===== src/rtl/add_bit_if.sv =====
// Operand, carry-control and result signals of the add_bit full-adder cell.
// The master side drives the operands; the slave side (add_bit) returns the results.
interface add_bit_if;
  logic a;
  logic b;
  logic ci;
  logic in_valid;
  logic ser_en;
  logic ser_start;
  logic sum;
  logic co;
  logic sum_q;
  logic co_q;
  logic out_valid;
  logic carry_q;

  modport master (
    output a, b, ci, in_valid, ser_en, ser_start,
    input  sum, co, sum_q, co_q, out_valid, carry_q
  );

  modport slave (
    input  a, b, ci, in_valid, ser_en, ser_start,
    output sum, co, sum_q, co_q, out_valid, carry_q
  );
endinterface


===== src/rtl/add_bit.sv =====
// Single-bit full adder with combinational and registered results.
// Define ADD_BIT_SERIAL_EN to feed the stored carry back for LSB-first serial addition.
module add_bit (
  input  logic      clk,
  input  logic      rst,
  add_bit_if.slave  bus
);

  logic ci_eff;
  logic sum_next;
  logic co_next;
  logic sum_reg;
  logic co_reg;
  logic carry_reg;
  logic valid_reg;

`ifdef ADD_BIT_SERIAL_EN
  // The stored carry replaces ci on every serial bit except the LSB.
  always_comb begin
    ci_eff = bus.ci;
    if (bus.ser_en && !bus.ser_start) begin
      ci_eff = carry_reg;
    end
  end
`else
  logic unused_ser;
  assign unused_ser = bus.ser_en ^ bus.ser_start;

  always_comb begin
    ci_eff = bus.ci;
  end
`endif

  always_comb begin
    sum_next = bus.a ^ bus.b ^ ci_eff;
    co_next  = (bus.a & bus.b) | (bus.a & ci_eff) | (bus.b & ci_eff);
  end

  always_ff @(posedge clk or posedge rst) begin
    if (rst) begin
      sum_reg   <= 1'b0;
      co_reg    <= 1'b0;
      carry_reg <= 1'b0;
      valid_reg <= 1'b0;
    end else begin
      valid_reg <= bus.in_valid;
      if (bus.in_valid) begin
        sum_reg   <= sum_next;
        co_reg    <= co_next;
        carry_reg <= co_next;
      end
    end
  end

  assign bus.sum       = sum_next;
  assign bus.co        = co_next;
  assign bus.sum_q     = sum_reg;
  assign bus.co_q      = co_reg;
  assign bus.carry_q   = carry_reg;
  assign bus.out_valid = valid_reg;

endmodule


===== src/flat_wrapper.sv =====
// flat-port wrapper written by rule: the top's interface ports become plain ports
module add_bit_flat 
  (clk, rst, bus_a, bus_b, bus_ci, bus_in_valid, bus_ser_en, bus_ser_start, bus_sum, bus_co, bus_sum_q, bus_co_q, bus_out_valid, bus_carry_q);
  add_bit_if bus_i ();
  input  logic clk;
  input  logic rst;
  input wire logic [$bits(bus_i.a)-1:0] bus_a;
  input wire logic [$bits(bus_i.b)-1:0] bus_b;
  input wire logic [$bits(bus_i.ci)-1:0] bus_ci;
  input wire logic [$bits(bus_i.in_valid)-1:0] bus_in_valid;
  input wire logic [$bits(bus_i.ser_en)-1:0] bus_ser_en;
  input wire logic [$bits(bus_i.ser_start)-1:0] bus_ser_start;
  output wire logic [$bits(bus_i.sum)-1:0] bus_sum;
  output wire logic [$bits(bus_i.co)-1:0] bus_co;
  output wire logic [$bits(bus_i.sum_q)-1:0] bus_sum_q;
  output wire logic [$bits(bus_i.co_q)-1:0] bus_co_q;
  output wire logic [$bits(bus_i.out_valid)-1:0] bus_out_valid;
  output wire logic [$bits(bus_i.carry_q)-1:0] bus_carry_q;
  assign bus_i.a = bus_a;
  assign bus_i.b = bus_b;
  assign bus_i.ci = bus_ci;
  assign bus_i.in_valid = bus_in_valid;
  assign bus_i.ser_en = bus_ser_en;
  assign bus_i.ser_start = bus_ser_start;
  assign bus_sum = bus_i.sum;
  assign bus_co = bus_i.co;
  assign bus_sum_q = bus_i.sum_q;
  assign bus_co_q = bus_i.co_q;
  assign bus_out_valid = bus_i.out_valid;
  assign bus_carry_q = bus_i.carry_q;
  add_bit u_core (.clk(clk), .rst(rst), .bus(bus_i));
endmodule

===== config.mk =====
export PLATFORM = sky130hd
export DESIGN_NAME = add_bit_flat
export DESIGN_NICKNAME = d
export VERILOG_FILES = /design/src/rtl/add_bit_if.sv /design/src/rtl/add_bit.sv /design/src/flat_wrapper.sv
export SDC_FILE = /design/constraint.sdc
export NUM_CORES = 1
export LEC_CHECK = 0
export ABC_AREA = 1
export CORE_AREA = 2 2 39 41
export DETAILED_ROUTE_END_ITERATION = 8
export DIE_AREA = 0 0 41 43
export GPL_TIMING_DRIVEN = 0
export PLACE_DENSITY_LB_ADDON = 0.1
export REMOVE_ABC_BUFFERS = 1
export SKIP_CTS_REPAIR_TIMING = 1
export SLEW_MARGIN = 0
export SYNTH_ARGS = -nofsm -noshare
export SYNTH_HDL_FRONTEND = slang
export SYNTH_SLANG_ARGS = --single-unit

===== constraint.sdc =====
create_clock -name clk -period 1.3 [get_ports clk]
set_clock_uncertainty 0.2 [all_clocks]
set_input_delay 0.195 -clock clk [delete_from_list [all_inputs] [get_ports clk]]
set_output_delay 0.195 -clock clk [all_outputs]
set_load 0.05 [all_outputs]

==> impl_results.md <==
* YS warnings at 0
* Post-synthesis sequential area ratio at 56.6%
* Cells after Synth at 13
* Slack of the critical path at -0.116 ns
* Least-Margin Pin Slew at 0.275 ns
* Crit end category: output pin
* Critical Path Start Type: primary input
* Max-Cap Viols at 0
* Fin crit share at 109%
* # IOs at 14
* Post-synthesis mux area share at 0%
* Leak at 0.000155 µW
* Hold slack at 0.185 ns
* Clk_lat worst skew at 0.23 ns
* Synth Area in Simple Gates at 17.0%
* Post-synth ARST share at 100%
* Cell area power density at 1490 nW/µm²
* CP dominant cell by count: buf_6
* Largest net degree at the start of global routing at 5
* Post-synthesis xor/xnor area fraction at 0%
* Final hold violations at 0
* Synth top area share at 56.6%
* H-tree Lvls at 1
* Global-route wire length before repair at 614 µm
* TritonCTS clock tree: done
* Routed vias at 142
* Status: finished, violations left
* Leading area contributor after synthesis: dfrtp_1
* Port Buffer Count at 11
* Die H at 43 µm
* Root buffer cell: clkbuf_4
* Synth cell types at 5
* CP max stage delay at 0.56 ns
* Crit Path Class: primary input to output pin
* Main area contributors after synthesis: dfrtp_1 (57%), nand2_1 (17%), fa_1 (15%), buf_4 (5.7%), inv_1 (5.7%)
* Synth Register Bits at 3
* Die area at 1760 µm²
* Final wirelength at 352 µm
* Gr ovfl total at 0
* Adder-Cell Fraction of Synth Area at 15.1%
* Clk sinks at 3
* Layout area overhead at 111%
* Die W at 41 µm
* Max VDD drop at 0.285 mV
* Top-count cell post-synth: nand2_1
* Worst r2r src: u_core.bus.co_q
* RSZ-0062 raised after global routing: yes
* Hold Crit Class: primary input to flip-flop
* Vias in the first global route at 149
* Fillers at 161
* Cell area after synthesis at 133 µm²
* Worst path bufs/invs at 2
* Final GP Congestion at 0.577
* CP Data Required Time at 0.90 ns
* Final ANT Viol Nets at 0
* N_diodes at 0
* Layout cells sized above 1 at 41.4%
* Remaining DRCs at 0
* Initial antenna violation count at 0
* Commonest register cell after synthesis: dfrtp_1
* R2r setup slk at 0.50 ns
* Slew Viols, Final at 0
* Final nets at 39
* Min-Delay Startpoint: bus_a
* Hold-critical path depth at 4
* Arrival time at the worst endpoint at 1.02 ns
* Worst-path clk slew at 0.03 ns
* Worst Hold Path EP: u_core.bus.co_q
* Fmax at 706 MHz
* Worst reg2reg path endpoint: u_core.bus.co_q
* Utilization after layout at 20.3%
* Max_slew headroom at 81.7%
* Initial DRC Count at 2
* Final period demand of the worst path at 1.42 ns
* Number of CTS-inserted buffers at 3
* Worst path top cell family by delay: adder cells
* Rows at 14
* Critical path fanouts, max at 2
* Routed wire per std cell at 7.82 µm
* Reg2reg path depth at 2
* Crit path max-delay cell type: fa_1
* Failing checks: setup timing
* Compound-cell area share of the yosys netlist at 0%
* Core footprint at 1380 µm²
* Syn Area/Cell at 10.2 µm²
* Vias per cell at 3.16
* CP Cell Sequence: buf_6, fa_1, buf_6
* # setup viols final at 2
* Largest family of logic cells by synthesized area: simple AND/OR/NAND/NOR gates
* Post-synth top cells: nand2_1 (6), dfrtp_1 (3), inv_1 (2)
* Post-route setup TNS at -0.130 ns
* EDFF count, synth at 0
* Drt pass-1 iters at 2
* CTS max path bufs at 2
* Starting density of the core at 9.58%
* Gr usage total at 6.54%
-- placed cells by master, fill, tap and decap left out --
cell type,count
buf_2,2
buf_4,1
buf_6,3
clkbuf_1,1
clkbuf_2,3
clkbuf_4,3
clkdlybuf4s50_1,2
dfrtp_1,3
dlygate4sd3_1,1
dlymetal6s2s_1,1
fa_1,1
inv_1,2
nand2_1,6
-- per-stage QoR --
| step | setup WS (ns) | instance area, µm² | instances | total power (µW) |
|---|---|---|---|---|
| floorplan | -0.188 | 125 | 12 | 203 |
| global placement | -1.10 | 255 | 39 | 261 |
| detailed placement | -1.10 | 255 | 39 | 260 |
| CTS | -1.11 | 282 | 43 | 429 |
| global route | -0.131 | 280 | 45 | 448 |
| finish | -0.116 | 280 | 45 | 419 |
-- cell families (layout without fill, tap and decap cells) --
logic type    Yosys count  count (layout)
buf+inv                 3              19
fa+ha+maj               1               1
flops                   3               3
simple gates            6               6
-- power breakdown --
group	leakage (µW)	internal, µW	switching (µW)	total, µW
Combinational	0.000104	49.3	98.4	148
Sequential	0.0000360	104	5.29	109
Clock	0.0000150	115	47.2	162
-- layout make-up --
cell class	instances	area (µm²)	area share, %
sequential	3	75.1	26.8
multi-input combinational	7	42.5	15.2
inverter	2	7.51	2.68
clock buffer	4	26.3	9.37
timing repair buffer	13	109	38.8
tap	16	20.0	7.14
-- worst register-to-register path: cells and delay by family (launching register included) --
| kind | cells | cell delay (ns) |
|---|---|---|
| DFF | 1 | 0.38 |
| and+or+nand+nor | 2 | 0.11 |
-- registers in the layout, summed over array words and instances (netlist names) --
name	count
u_core.bus.co_q	1
u_core.bus.out_valid	1
u_core.bus.sum_q	1
-- worst max path at each step --
| stage | startpoint | end | slack, ns | depth (start not counted) |
|---|---|---|---|---|
| 2_1_floorplan | bus_ci | u_core.bus.sum_q | -0.19 | 3 |
| 3_3_place_gp | bus_ci | bus_sum | -1.10 | 3 |
| 3_5_place_dp | bus_ci | bus_sum | -1.10 | 3 |
| 4_1_cts | bus_ci | bus_sum | -1.11 | 3 |
| 5_1_grt | bus_a | bus_sum | -0.13 | 3 |
| 6_report | bus_a | bus_sum | -0.12 | 3 |
-- per-layer routing --
metal | up-vias | track usage, % | share of wire, %
met3 | 3 | 6.28 | 16
li1 | 67 | - | -
met2 | 12 | 5.94 | 41
met5 | - | 0 | 0
met4 | 0 | 12.0 | 7.1
met1 | 60 | 5.18 | 36
No activity file was read; power rests on OpenSTA's default activity.
